`src/rtl/tone_sequencer.sv`:
```
// tone_sequencer: steps through a (freq, volume, duration) note table and
// drives tone_generator freq/volume/output_enable.
// Ports: clk, rst (async, active high); wr_en/wr_addr/wr_freq/wr_vol/wr_dur
//   write one table entry; seq_len, loop_en, start, stop control playback;
//   freq/volume/output_enable to the generator; busy, done, cur_idx status.
// Optional: define TONE_SEQ_GAP_EN for a GAP_MS silent gap after each note.
module tone_sequencer #(
  parameter int CLK_HZ = 125_000_000,
  parameter int DEPTH  = 16,
  parameter int FREQ_W = 24,
  parameter int DUR_W  = 16,
  parameter int GAP_MS = 10,
  localparam int AW    = $clog2(DEPTH)
) (
  input  logic              clk,
  input  logic              rst,
  input  logic              wr_en,
  input  logic [AW-1:0]     wr_addr,
  input  logic [FREQ_W-1:0] wr_freq,
  input  logic              wr_vol,
  input  logic [DUR_W-1:0]  wr_dur,
  input  logic [AW:0]       seq_len,
  input  logic              loop_en,
  input  logic              start,
  input  logic              stop,
  output logic [FREQ_W-1:0] freq,
  output logic              volume,
  output logic              output_enable,
  output logic              busy,
  output logic              done,
  output logic [AW-1:0]     cur_idx
);

  localparam int TPM = CLK_HZ / 1000;
  localparam int CW  = $clog2(TPM);

  localparam logic [CW-1:0]    CYC_LAST = CW'(TPM - 1);
  localparam logic [CW-1:0]    CYC_ONE  = CW'(1);
  localparam logic [DUR_W-1:0] MS_ONE   = DUR_W'(1);
  localparam logic [DUR_W-1:0] GAP_LAST = DUR_W'(GAP_MS - 1);
  localparam logic [AW:0]      IDX_ONE  = (AW+1)'(1);

  // GAP is only reachable when TONE_SEQ_GAP_EN is defined.
  typedef enum logic [1:0] {IDLE, LOAD, PLAY, GAP} state_t;

  logic [FREQ_W-1:0] mem_f [DEPTH];
  logic              mem_v [DEPTH];
  logic [DUR_W-1:0]  mem_d [DEPTH];

  state_t            state_q;
  logic [AW:0]       idx_q, idx_d, len_q;
  logic [CW-1:0]     cyc_q;
  logic [DUR_W-1:0]  ms_q, dur_q;
  logic [FREQ_W-1:0] freq_q;
  logic              vol_q, oe_q, done_q;

  logic [DUR_W-1:0]  ent_dur;
  logic              last, ms_tick, note_end, gap_end, ent_skip, adv;

  always_ff @(posedge clk) begin
    if (wr_en) begin
      mem_f[wr_addr] <= wr_freq;
      mem_v[wr_addr] <= wr_vol;
      mem_d[wr_addr] <= wr_dur;
    end
  end

  assign ent_dur = mem_d[idx_q[AW-1:0]];

  always_comb begin
    last     = (idx_q == len_q - IDX_ONE);
    idx_d    = last ? '0 : idx_q + IDX_ONE;
    ms_tick  = (cyc_q == CYC_LAST);
    note_end = (state_q == PLAY) && ms_tick
               && (ms_q == dur_q - MS_ONE);
    gap_end  = (state_q == GAP) && ms_tick
               && (ms_q == GAP_LAST);
    ent_skip = (state_q == LOAD) && (ent_dur == '0);
`ifdef TONE_SEQ_GAP_EN
    adv      = ent_skip || gap_end;
`else
    adv      = ent_skip || note_end;
`endif
  end

  always_ff @(posedge clk or posedge rst) begin
    if (rst) begin
      state_q <= IDLE;
      idx_q   <= '0;
      len_q   <= '0;
      cyc_q   <= '0;
      ms_q    <= '0;
      dur_q   <= '0;
      freq_q  <= '0;
      vol_q   <= 1'b0;
      oe_q    <= 1'b0;
      done_q  <= 1'b0;
    end else begin
      done_q <= 1'b0;
      if (stop) begin
        state_q <= IDLE;
        idx_q   <= '0;
        freq_q  <= '0;
        vol_q   <= 1'b0;
        oe_q    <= 1'b0;
      end else if (adv) begin
        if (last && !loop_en) begin
          state_q <= IDLE;
          freq_q  <= '0;
          vol_q   <= 1'b0;
          oe_q    <= 1'b0;
          done_q  <= 1'b1;
        end else begin
          state_q <= LOAD;
          idx_q   <= idx_d;
        end
      end else begin
        unique case (state_q)
          IDLE: begin
            if (start) begin
              if (seq_len != '0) begin
                state_q <= LOAD;
                idx_q   <= '0;
                len_q   <= seq_len;
              end else begin
                done_q  <= 1'b1;
              end
            end
          end
          LOAD: begin
            freq_q  <= mem_f[idx_q[AW-1:0]];
            vol_q   <= mem_v[idx_q[AW-1:0]];
            oe_q    <= 1'b1;
            dur_q   <= ent_dur;
            cyc_q   <= '0;
            ms_q    <= '0;
            state_q <= PLAY;
          end
          PLAY, GAP: begin
            // note_end here only when gaps are built in
            if (note_end) begin
              state_q <= GAP;
              freq_q  <= '0;
              vol_q   <= 1'b0;
              cyc_q   <= '0;
              ms_q    <= '0;
            end else begin
              cyc_q <= ms_tick ? '0 : cyc_q + CYC_ONE;
              if (ms_tick) ms_q <= ms_q + MS_ONE;
            end
          end
          default: state_q <= IDLE;
        endcase
      end
    end
  end

  assign freq          = freq_q;
  assign volume        = vol_q;
  assign output_enable = oe_q;
  assign busy          = (state_q != IDLE);
  assign done          = done_q;
  assign cur_idx       = idx_q[AW-1:0];

endmodule

```
`config.mk`:
```
export PLATFORM = sky130hd
export DESIGN_NAME = tone_sequencer
export DESIGN_NICKNAME = d
export VERILOG_FILES = /design/src/rtl/tone_sequencer.sv
export SDC_FILE = /design/constraint.sdc
export NUM_CORES = 1
export LEC_CHECK = 0
export CORE_MARGIN = 4
export CORE_UTILIZATION = 55
export CTS_CLUSTER_DIAMETER = 80
export DETAILED_ROUTE_END_ITERATION = 8
export PLACE_DENSITY_LB_ADDON = 0.2
export SLEW_MARGIN = 20
export SYNTH_ARGS = -nofsm -noshare
export SYNTH_HDL_FRONTEND = slang
export SYNTH_SLANG_ARGS = --single-unit
```
`constraint.sdc`:
```
create_clock -name clk -period 3.95 [get_ports clk]
set_input_delay 0.79 -clock clk [delete_from_list [all_inputs] [get_ports clk]]
set_output_delay 0.79 -clock clk [all_outputs]
set_load 0.02 [all_outputs]
```
==> results.toml, run 1 <==
[cts]
postCtsHoldBufs = 0
postCtsSetupBuffers = 0
clkLatencyLatePin_ps = 620
cts_buffer_depth = 3
tritoncts = "done"
cts.htree.levels = 3
cts_root_buf = "clkbuf_16"
cts.sink_count = 744
ctsResizeCount = 0
cts_made_buffers = 76
clk_pin_slew_ps = 60

[synthesis]
synthFlopType = "edfxtp_1"
synth_edf_count = 656
ys_ff_latch = 744
syn_inst = 1556
synth_area_per_cell_sq_um = 19.4
yosysWarnings = 0
yosys.area.top_type = "edfxtp_1"
synth_seq_area_share = 0.724
synthDistinctLibCells = 79
async_flop_share = 0.118
synth_top_cell_area_share = 0.652
syn_nets = 1617
syn-cell-area_sq_um = 30200
synth_area_leaders = "edfxtp_1, mux4_2, dfrtp_1"

[setup_path]
end_kind = "register"
arrival_ps = 4120
worst_r2r_path_depth = 11
reg2reg_to = "idx_q[0]$_DFFE_PP0P_"
required_ps = 4400
cp_max_fo = 26
worstSetupStartpointType = "register"
worstSetupPathType = "reg2reg"
reg2reg_slack_ps = 280
rr_startpoint = "idx_q[0]$_DFFE_PP0P_"

[min_path]
min_path_type = "reg2reg"
hold_path_startpoint = "cyc_q[16]$_DFFE_PP0P_"
hold_depth = 1
hold_end = "cyc_q[16]$_DFFE_PP0P_"

[route]
vias = 15636
drt_iter0_markers = 1479
post-route-drc-count = 0
firstDrtPassIters = 5
wl_per_cell_microns = 27.3
routed_wl_microns = 67300
antenna_left = 0
avgViaCountPerCell = 6.35

[cells_and_area]
drive_above_1_share = 0.247
multi_input_area_sq_um = 7940
nFillCells = 3548
final-seq-area_sq_um = 21900
areaGrowthSynthToFinish_pct = 15.9
fin_nets = 1762

[power_and_ir_drop]
power_frac_clock = 0.417
max-vdd-ir-drop_v = 0.000478
p_leak_nw = 11.3
p_switching_w = 0.00412
p_int_w = 0.0141
power.density_nw_per_um2 = 519
seqPwrFrac = 0.508
power_frac_comb = 0.075
swShare = 0.227

[timing]
finalCritPeriodShare = 0.929
relSlewSlack = 0.493
setup_viol = 0
fmaxAchievable_mhz = 273
worst_pin_slew_ps = 760
whs_ps = 498
skew_ps = 17.8
hold_viol_final = 0
period_minus_slack_ps = 3670
rsz0062_at_grt = "false"
finalSetupTns_ps = 0
slew_viol_final = 0

[global_routing]
grt_max_degree = 73
grt_pass1_wl_microns = 102000
grt_antenna_before_repair = 4
grt_pass1_vias = 16137
grt-ovfl-total = 0
grt_usage = 0.231

[floorplanning]
start_util = 0.559
die_w_microns = 242
num_rows = 85
die_area_sq_um = 58800
die_y_microns = 242
core_area_sq_um = 54100
io_pins = 88

[job]
cap_violations = 0

[placement]
gp_congestion = 0.805
post-dp-hpwl_microns = 35600
io_buffers = 87

[run_status]
outcome = "completed"
## placed cells by master (no fill, tap or decap), types with 7 or more instances in the layout
cell type        count
edfxtp_1           656
mux4_2             183
clkdlybuf4s50_1     87
dfrtp_1             84
clkbuf_16           77
nand2_1             67
o21ai_0             41
buf_4               36
nor2b_1             35
nor2_1              27
nand3_1             24
inv_1               22
or3_1               20
buf_12              20
mux2_4              19
a22oi_1             18
mux2_2              18
nand2b_1            17
clkbuf_1            17
a21o_1              15
xnor2_1             14
o31ai_1             14
mux2i_1             13
a21oi_1             13
nor2_4              12
bufinv_16           12
nor3_1              11
clkinv_2            11
nor4_1              10
or4_1                9
and3_1               9
mux2_1               9
a31oi_1              8
clkbuf_8             7
## metrics by stage
stage,util,area (sq um),power [W],cells,worst slack [ps]
floorplan,-,30300,0.0102,1556,462
global placement,0.598,32400,0.0107,2319,260
detailed placement,0.598,32400,0.0108,2319,215
CTS,0.647,35000,0.0183,2460,187
finish,0.647,35000,0.0182,2461,282
global route,0.647,35000,0.0188,2460,3.93
## worst max path at each step
stage	from	endpoint	slack [ps]	cells after the start
final	idx_q[0]$_DFFE_PP0P_	idx_q[0]$_DFFE_PP0P_	280	11
after global routing	idx_q[0]$_DFFE_PP0P_	volume$_DFFE_PP0P_	4	10
after CTS	idx_q[0]$_DFFE_PP0P_	volume$_DFFE_PP0P_	190	11
after detailed placement	idx_q[0]$_DFFE_PP0P_	freq[19]$_DFFE_PP0P_	220	11
after global placement	idx_q[0]$_DFFE_PP0P_	freq[22]$_DFFE_PP0P_	260	11
after floorplan	wr_addr[2]	mem_d[1][0]$_DFFE_PP_	460	2
## logic make-up after synthesis
family,synth area share
adders and majority gates,0.00207
xor gates and xnor gates,0.00625
muxes,0.161
and+or+nand+nor,0.0528
buffers and inverters,0.0177
AOI/OAI and AO/OA,0.0359
DFF,0.724
## power groups by stage
stage          combinational, W  clock, W  sequential, W
2_1_floorplan          0.000856         0        0.00931
3_3_place_gp            0.00131         0        0.00937
3_5_place_dp            0.00136         0        0.00939
4_1_cts                 0.00137   0.00770        0.00923
5_1_grt                 0.00151   0.00804        0.00928
6_report                0.00137   0.00758        0.00924
## registers in the layout, summed over array words and instances, names as in the netlist, 2 cells and up
name,flops
dur_q,16
state_q,2
mem_d,256
ms_q,16
mem_v,16
len_q,5
cyc_q,17
freq,24
mem_f,384
idx_q,5
## cell usage after synthesis (19+ instances only)
cell,n
buf_2,19
clkbuf_1,32
dfrtp_1,88
edfxtp_1,656
inv_1,23
mux2_4,19
mux4_2,183
nand2_1,67
nand3_1,24
nor2_1,39
nor2b_1,36
o21ai_0,41
or3_1,20
## routing by layer
layer / global-route usage / up-vias / wire, microns
li1: - / 6682 / -
met4: 0.0536 / 6 / 1360
met2: 0.382 / 513 / 33900
met5: 0 / - / 34
met3: 0.0433 / 102 / 3870
met1: 0.326 / 8333 / 28200
## critical path: stages, from the launching register on
cell and delay, ps:
dfrtp_4 730, buf_12 270, buf_4 160, mux4_2 480, a22oi_1 190, nand2_1 120, nor4_1 280, nand2_1 260
o32ai_2 210, buf_4 340, and2_1 230, o21ai_0 180
## final cells by class
class                           count  area share
Multi-Input combinational cell    711       0.227
Timing Repair Buffer              143      0.0440
Clock buffer                      101      0.0596
Tap cell                          696      0.0249
Antenna cell                        1   0.0000714
Clock inverter                     40      0.0166
Sequential cell                   744       0.625
Inverter                           25     0.00282
Power figures use the tool's default switching activity.
==> inputs of run 2 (changes only) <==
CORE_UTILIZATION = 33   (was 55)
==> results.toml, run 2 (synthesis gave the netlist of run 1 again) <==
[route]
avgViaCountPerCell = 5.22
firstDrtPassIters = 4
routed_wl_microns = 74600
drt_iter0_markers = 1132
antenna_left = 0
vias = 15399
wl_per_cell_microns = 25.3
post-route-drc-count = 0

[timing]
relSlewSlack = 0.518
setup_viol = 0
worst_pin_slew_ps = 722
rsz0062_at_grt = "false"
slew_viol_final = 0
finalSetupTns_ps = 0
finalCritPeriodShare = 0.932
period_minus_slack_ps = 3680
hold_viol_final = 0
skew_ps = 31.4
fmaxAchievable_mhz = 272
fin_ws_ps = 270

[power_and_ir_drop]
power.density_nw_per_um2 = 513
max-vdd-ir-drop_v = 0.000466
p_leak_nw = 11.3

[cells_and_area]
nFillCells = 8088
final-seq-area_sq_um = 21900
layout_commonest_cell = "edfxtp_1"
fin_nets = 1766
largest_reg_flops = 384
drive_above_1_share = 0.243
top_register = "mem_f"
areaGrowthSynthToFinish_pct = 18.3
multi_input_area_sq_um = 7940
mostFrequentLayoutCells = "edfxtp_1, mux4_2, clkdlybuf4s50_1, dfrtp_1, clkbuf_16"

[setup_path]
path_cells = "buf_12, nor2b_1, a22oi_1, o31ai_1, nor4_1, nand2_1, o32ai_2, buf_12, or2_2, a221o_1"
reg2reg_slack_ps = 270
worstSetupPathType = "reg2reg"
critical-path-max-stage-delay_ps = 730
arrival_ps = 4200
required_ps = 4470
cpMaxStageDelayCell = "dfrtp_4"
worstSetupStartpointType = "register"
cp_max_fo = 28
crit_top_cell = "buf_12"
end_kind = "register"

[cts]
tritoncts = "done"
cts.sink_count = 744
clk_pin_slew_ps = 60
postCtsSetupBuffers = 0
cts.htree.levels = 3
cts_made_buffers = 81
cts_buffer_depth = 3
postCtsHoldBufs = 0
clkLatencyLatePin_ps = 630
cts_root_buf = "clkbuf_16"
ctsResizeCount = 0

[placement]
gp_congestion = 0.732
io_buffers = 87
post-dp-hpwl_microns = 39200
post-place-ws_ps = 181

[floorplanning]
start_util = 0.334
io_pins = 88
num_rows = 110
die_w_microns = 311
core_area_sq_um = 90400
die_y_microns = 311
die_area_sq_um = 96500

[global_routing]
grt_usage = 0.153
grt_pass1_vias = 15968
grt_antenna_before_repair = 8
grt_pass1_wl_microns = 110000
grt_max_degree = 43
grt-ovfl-total = 0

[min_path]
min_path_type = "reg2reg"

[run_status]
outcome = "completed"

[job]
cap_violations = 0
[run 2: cell types whose count changed in the layout (fill, tap and decap cells not counted), sizes merged]
cell	delta
bufinv	-3
clkinvlp	-4
clkbuf	+10
buf	-1
inv	-2
clkinv	+9
diode	+2
[run 2: worst paths after layout]
path | from | cells past startpoint | to
max reg2reg | idx_q[1]$_DFFE_PP0P_ | 10 | cyc_q[12]$_DFFE_PP0P_
min reg2reg | cyc_q[16]$_DFFE_PP0P_ | 1 | cyc_q[16]$_DFFE_PP0P_
min in group asynchronous | rst | 2 | len_q[3]$_DFFE_PP0P_
max in group asynchronous | rst | 3 | cyc_q[10]$_DFFE_PP0P_
max | idx_q[1]$_DFFE_PP0P_ | 10 | cyc_q[12]$_DFFE_PP0P_
min | cyc_q[16]$_DFFE_PP0P_ | 1 | cyc_q[16]$_DFFE_PP0P_
[run 2: routing by layer]
layer / vias up / global-route usage / share of wire
met2: 318 / 0.261 / 0.50
met4: 8 / 0.0376 / 0.020
met5: - / 0 / 0.00062
met3: 111 / 0.0306 / 0.044
met1: 8277 / 0.203 / 0.43
li1: 6685 / - / -
[run 2: area by class of cell]
class,count,area share
Clock inverter,40,0.0144
Sequential cell,744,0.613
Tap cell,1176,0.0411
Antenna cell,3,0.000210
Inverter,25,0.00269
Clock buffer,111,0.0624
Timing Repair Buffer,142,0.0446
Multi-Input combinational cell,711,0.222
[run 2: worst max-delay path: cells and delay by family, from the launching register on]
family                 cells  cell delay (ps)
and+or+nand+nor            4             1350
DFF                        1              730
AOI/OAI and AO/OA          4              990
buffers and inverters      2              450
[run 2: per-stage QoR]
step | std cells | cell area (sq um) | util | power, W | hold WS (ps)
floorplan | 1556 | 30300 | - | 0.0102 | 451
global placement | 2798 | 33000 | 0.365 | 0.0107 | 471
detailed placement | 2798 | 33000 | 0.365 | 0.0108 | 494
CTS | 2949 | 35800 | 0.396 | 0.0186 | 505
global route | 2949 | 35800 | 0.396 | 0.0191 | 516
finish | 2952 | 35800 | 0.396 | 0.0183 | 512
[run 2: power by group]
| group | total [W] | switching [W] | internal, W |
|---|---|---|---|
| Sequential | 0.00925 | 0.000344 | 0.00891 |
| Clock | 0.00771 | 0.00313 | 0.00459 |
| Combinational | 0.00138 | 0.000773 | 0.000608 |
==> inputs of run 3 (changes only) <==
TNS_END_PERCENT = 30   (was unset)
==> results.toml, run 3 (synthesis gave the netlist of run 1 again) <==
[setup_path]
worstSetupStartpointType = "register"
cpMaxStageDelayCell = "dfrtp_4"
critical-path-max-stage-delay_ps = 620
path_cells = "buf_4, mux4_2, nand3_1, nand3_1, nor4b_1, and4b_1, a2bb2oi_1, o21ai_4, buf_12, mux2_2"
crit_top_cell = "nand3_1"
required_ps = 4460
reg2reg_slack_ps = 310
rr_startpoint = "idx_q[0]$_DFFE_PP0P_"
end_kind = "register"
worstSetupPathType = "reg2reg"
worst_r2r_path_depth = 10
cp_max_fo = 26
arrival_ps = 4150
reg2reg_to = "freq[21]$_DFFE_PP0P_"

[power_and_ir_drop]
seqPwrFrac = 0.514
swShare = 0.231
power.density_nw_per_um2 = 505
p_int_w = 0.0138
p_leak_nw = 11.3
p_switching_w = 0.00416
max-vdd-ir-drop_v = 0.000272
power_frac_comb = 0.077
power_frac_clock = 0.409

[cts]
clkLatencyLatePin_ps = 630
tritoncts = "done"
clk_pin_slew_ps = 60
postCtsHoldBufs = 0
cts_made_buffers = 79
cts.htree.levels = 3
cts_buffer_depth = 3
cts_root_buf = "clkbuf_16"
postCtsSetupBuffers = 0
cts.sink_count = 744

[floorplanning]
die_y_microns = 311
num_rows = 110
start_util = 0.334
core_area_sq_um = 90400
die_area_sq_um = 96500
die_w_microns = 311
io_pins = 88

[global_routing]
grt_pass1_vias = 16241
grt_pass1_wl_microns = 112000
grt_usage = 0.155
grt_antenna_before_repair = 6
grt_max_degree = 77
grt-ovfl-total = 0

[cells_and_area]
largest_reg_flops = 384
drive_above_1_share = 0.248
top_register = "mem_f"
final_cells = 2956
finish.instance_area_sq_um = 35600
areaGrowthSynthToFinish_pct = 17.9
mostFrequentLayoutCells = "edfxtp_1, mux4_2, clkdlybuf4s50_1, dfrtp_1, clkbuf_16"
layout_commonest_cell = "edfxtp_1"
post-route-util = 0.394
fin_nets = 1774

[route]
vias = 15375
antenna_left = 0
wl_per_cell_microns = 25.5
routed_wl_microns = 75500
drt_iter0_markers = 1142
avgViaCountPerCell = 5.20
firstDrtPassIters = 5
post-route-drc-count = 0

[timing]
setup_viol = 0
hold_viol_final = 0
fmaxAchievable_mhz = 275
fin_ws_ps = 309
rsz0062_at_grt = "false"
worst_pin_slew_ps = 795
period_minus_slack_ps = 3640
finalCritPeriodShare = 0.922
slew_viol_final = 0
relSlewSlack = 0.470
skew_ps = 33.9

[min_path]
hold_end = "cyc_q[16]$_DFFE_PP0P_"
min_path_type = "reg2reg"
hold_path_startpoint = "cyc_q[16]$_DFFE_PP0P_"
hold_depth = 1

[placement]
gp_congestion = 0.739
io_buffers = 87
place_area_sq_um = 33000
post-dp-hpwl_microns = 40400
post-place-ws_ps = 265
placed_cells = 2808

[run_status]
outcome = "completed"

[job]
cap_violations = 0
-- run 3: metal layers --
| metal | wire [microns] | vias up | share of wire | GRT usage |
|---|---|---|---|---|
| met2 | 38300 | 285 | 0.51 | 0.268 |
| met4 | 1490 | 4 | 0.020 | 0.0370 |
| met5 | 26 | - | 0.00034 | 0 |
| met1 | 32800 | 8262 | 0.43 | 0.205 |
| li1 | - | 6706 | - | - |
| met3 | 2850 | 118 | 0.038 | 0.0261 |
-- run 3: final cells by class --
class / instances / area [sq um]
diodes: 3 / 7.51
clock buffers: 111 / 2200
clock inverters: 34 / 390
fillers: 8129 / 54800
inverters: 25 / 96.3
multi-input cells: 711 / 7930
flip-flops and latches: 744 / 21900
well taps: 1176 / 1470
repair buffers: 152 / 1630
-- run 3: power groups by stage --
stage / combinational, W / sequential, W / clock [W]
finish: 0.00139 / 0.00924 / 0.00736
global route: 0.00153 / 0.00929 / 0.00788
CTS: 0.00141 / 0.00924 / 0.00755
detailed placement: 0.00141 / 0.00940 / 0
global placement: 0.00137 / 0.00939 / 0
floorplan: 0.000856 / 0.00931 / 0
-- run 3: worst max-delay path, delay by kind of cell (launching register included) --
family	cells	cell delay (ps)
and+or+nand+nor	4	1070
buffers and inverters	2	530
DFF	1	620
AOI/OAI and AO/OA	2	310
muxes	2	900
-- run 3: worst max path at each step --
stage	start	end	depth (start not counted)	slack [ps]
after global placement	idx_q[0]$_DFFE_PP0P_	freq[21]$_DFFE_PP0P_	10	230
after floorplan	wr_addr[3]	mem_d[4][0]$_DFFE_PP_	2	-350
after global routing	idx_q[0]$_DFFE_PP0P_	freq[19]$_DFFE_PP0P_	10	50
after CTS	idx_q[0]$_DFFE_PP0P_	freq[21]$_DFFE_PP0P_	10	260
after detailed placement	idx_q[0]$_DFFE_PP0P_	freq[22]$_DFFE_PP0P_	10	270
final	idx_q[0]$_DFFE_PP0P_	freq[21]$_DFFE_PP0P_	10	310
-- run 3: per-stage QoR --
step / power (W) / TNS (ps) / hold slack [ps]
3_3_place_gp: 0.0108 / 0 / 474
4_1_cts: 0.0182 / 0 / 501
5_1_grt: 0.0187 / 0 / 536
3_5_place_dp: 0.0108 / 0 / 486
2_1_floorplan: 0.0102 / -25590 / 451
6_report: 0.0180 / 0 / 498
-- run 3: timing repair --
| action | 4_1_cts | 5_1_grt |
|---|---|---|
| setup endpoints to repair | 0 | 3 |
| gates resized for setup | 0 | 1 |
| endpoints found under the hold margin | 0 | 0 |
==> patch, RTL diff (settings of run 3) <==
The option `TONE_SEQ_GAP_EN` is turned on by a define.
--- a/src/rtl/tone_sequencer.sv
+++ b/src/rtl/tone_sequencer.sv
@@ -4,6 +4,8 @@
 //   write one table entry; seq_len, loop_en, start, stop control playback;
 //   freq/volume/output_enable to the generator; busy, done, cur_idx status.
 // Optional: define TONE_SEQ_GAP_EN for a GAP_MS silent gap after each note.
+`define TONE_SEQ_GAP_EN
+
 module tone_sequencer #(
   parameter int CLK_HZ = 125_000_000,
   parameter int DEPTH  = 16,
Function: not settled (the Yosys comparison gave no result); the edit may change what the design does.
==> patch against run 3 <==
  * Sequential cell count stayed put
  * Power fell by 3.7%
  * Wire length shrank 1.4%
  * Clock power about the same
  * Setup slack got worse by 60 ps
  * Maximum frequency down 1.6%
  * Synthesized area is 1.2% lower
  * Cell area fell by 0.75%
  * Highest routed layer unchanged
  * Die area down 1.2%
  * Critical endpoint is now cur_idx[1]
==> patch: results (changes against run 3) <==
[pwr]
combPwrFrac=0.055  ; was 0.077
switchingPower_mw=3.885  ; was 4.163 mW
leakage_nw=11.33  ; was 11.31 nW
p_clk_frac=0.425  ; was 0.409

[finish]
fin_cells=2949  ; was 2,956
layout-drive-gt1-share=0.2477  ; was 0.2476
num-nets-final=1765  ; was 1,774
nFillCells=8047  ; was 8,129

[clock_tree]
cts_made_buffers=83  ; was 79

[grt]
grt_pass1_wl_mm=109.7  ; was 111.5 mm
antenna_found_initial=8  ; was 6
grt_max_degree=58  ; was 77

[synthesis]
synth_nets=1597  ; was 1,617
yosysUniqueCellTypes=64  ; was 79
yosys-top-cells-count=656 x edfxtp_1, 191 x mux4_2, 89 x nand2_1  ; was 656 x edfxtp_1, 183 x mux4_2, 88 x dfrtp_1
netlist_instances=1535  ; was 1,556
synthTopCellsByArea=edfxtp_1 66%, mux4_2 14%, dfrtp_1 7.4%, nand2_1 1.1%, mux2i_1 0.87%  ; was edfxtp_1 65%, mux4_2 14%, dfrtp_1 7.3%, mux2_4 0.94%, nand2_1 0.83%
yosysSeqAreaShare=0.7334  ; was 0.7244

[placed_design]
dp_cells=2784  ; was 2,808
dp_hpwl_mm=41.42  ; was 40.43 mm
pre_cts_ws_ps=227.1  ; was 265.3 ps

[critical_path]
cpPeakStageDelay_ps=820  ; was 620 ps
slowest_stage=clkdlybuf4s50_1  ; was dfrtp_4
crit_fanout=57  ; was 26

[route]
vias=15340  ; was 15,380
wl_per_cell_um=25.23  ; was 25.53 um
drt_iter0_markers=1184  ; was 1,142

[outcome]
status=completed  ; unchanged

[timing]
tightest_slew_ps=911.7  ; was 795.4 ps

==> patch: final timing paths <==
kind                       startpoint          to  slack [ps]  cells after the start
min                         cyc_q[16]   cyc_q[16]         490                      1
min reg2reg                 cyc_q[16]   cyc_q[16]         490                      1
max                          idx_q[1]  cur_idx[1]         250                      2
min in group asynchronous         rst    cyc_q[7]         620                      2
max reg2reg                  idx_q[1]    cyc_q[9]         400                     11
max in group asynchronous         rst    len_q[3]        2480                      3
==> patch: per-layer routing <==
metal	vias up	track usage	wire length (um)
li1	6589	-	-
met1	8306	0.2183	33220
met2	335	0.2590	36120
met3	103	0.02780	3573
met4	2	0.04090	1493
met5	-	0	11
==> patch: critical path: cells and delay by family, from the launching register on <==
kind,cells,cell delay (ps)
buf+inv,2,1590
flops,1,680
==> patch: cells by family after synthesis <==
kind of cell,synth area share
multiplexers,0.1592
adder cells (fa/ha/maj),0.002514
flip-flops,0.7334
AND/OR/NAND/NOR,0.05174
AO/OA/AOI/OAI,0.02975
XOR/XNOR,0.007625
buffers and inverters,0.01584
==> patch: area by class of cell <==
cell class / count / area (sq um) / share of cell area
Clock buffer: 104 / 2218 / 0.06270
Tap cell: 1176 / 1471 / 0.04159
Timing Repair Buffer: 162 / 1713 / 0.04841
Inverter: 17 / 66.31 / 0.001874
Antenna cell: 5 / 12.51 / 0.0003536
Multi-Input combinational cell: 695 / 7612 / 0.2151
Sequential cell: 744 / 21910 / 0.6193
Clock inverter: 46 / 375.4 / 0.01061
==> patch: what timing repair did <==
item / in CTS / in global routing
endpoints found under the setup margin: 0 / 3
buffers inserted: 0 / 10
resized for setup: 0 / 1
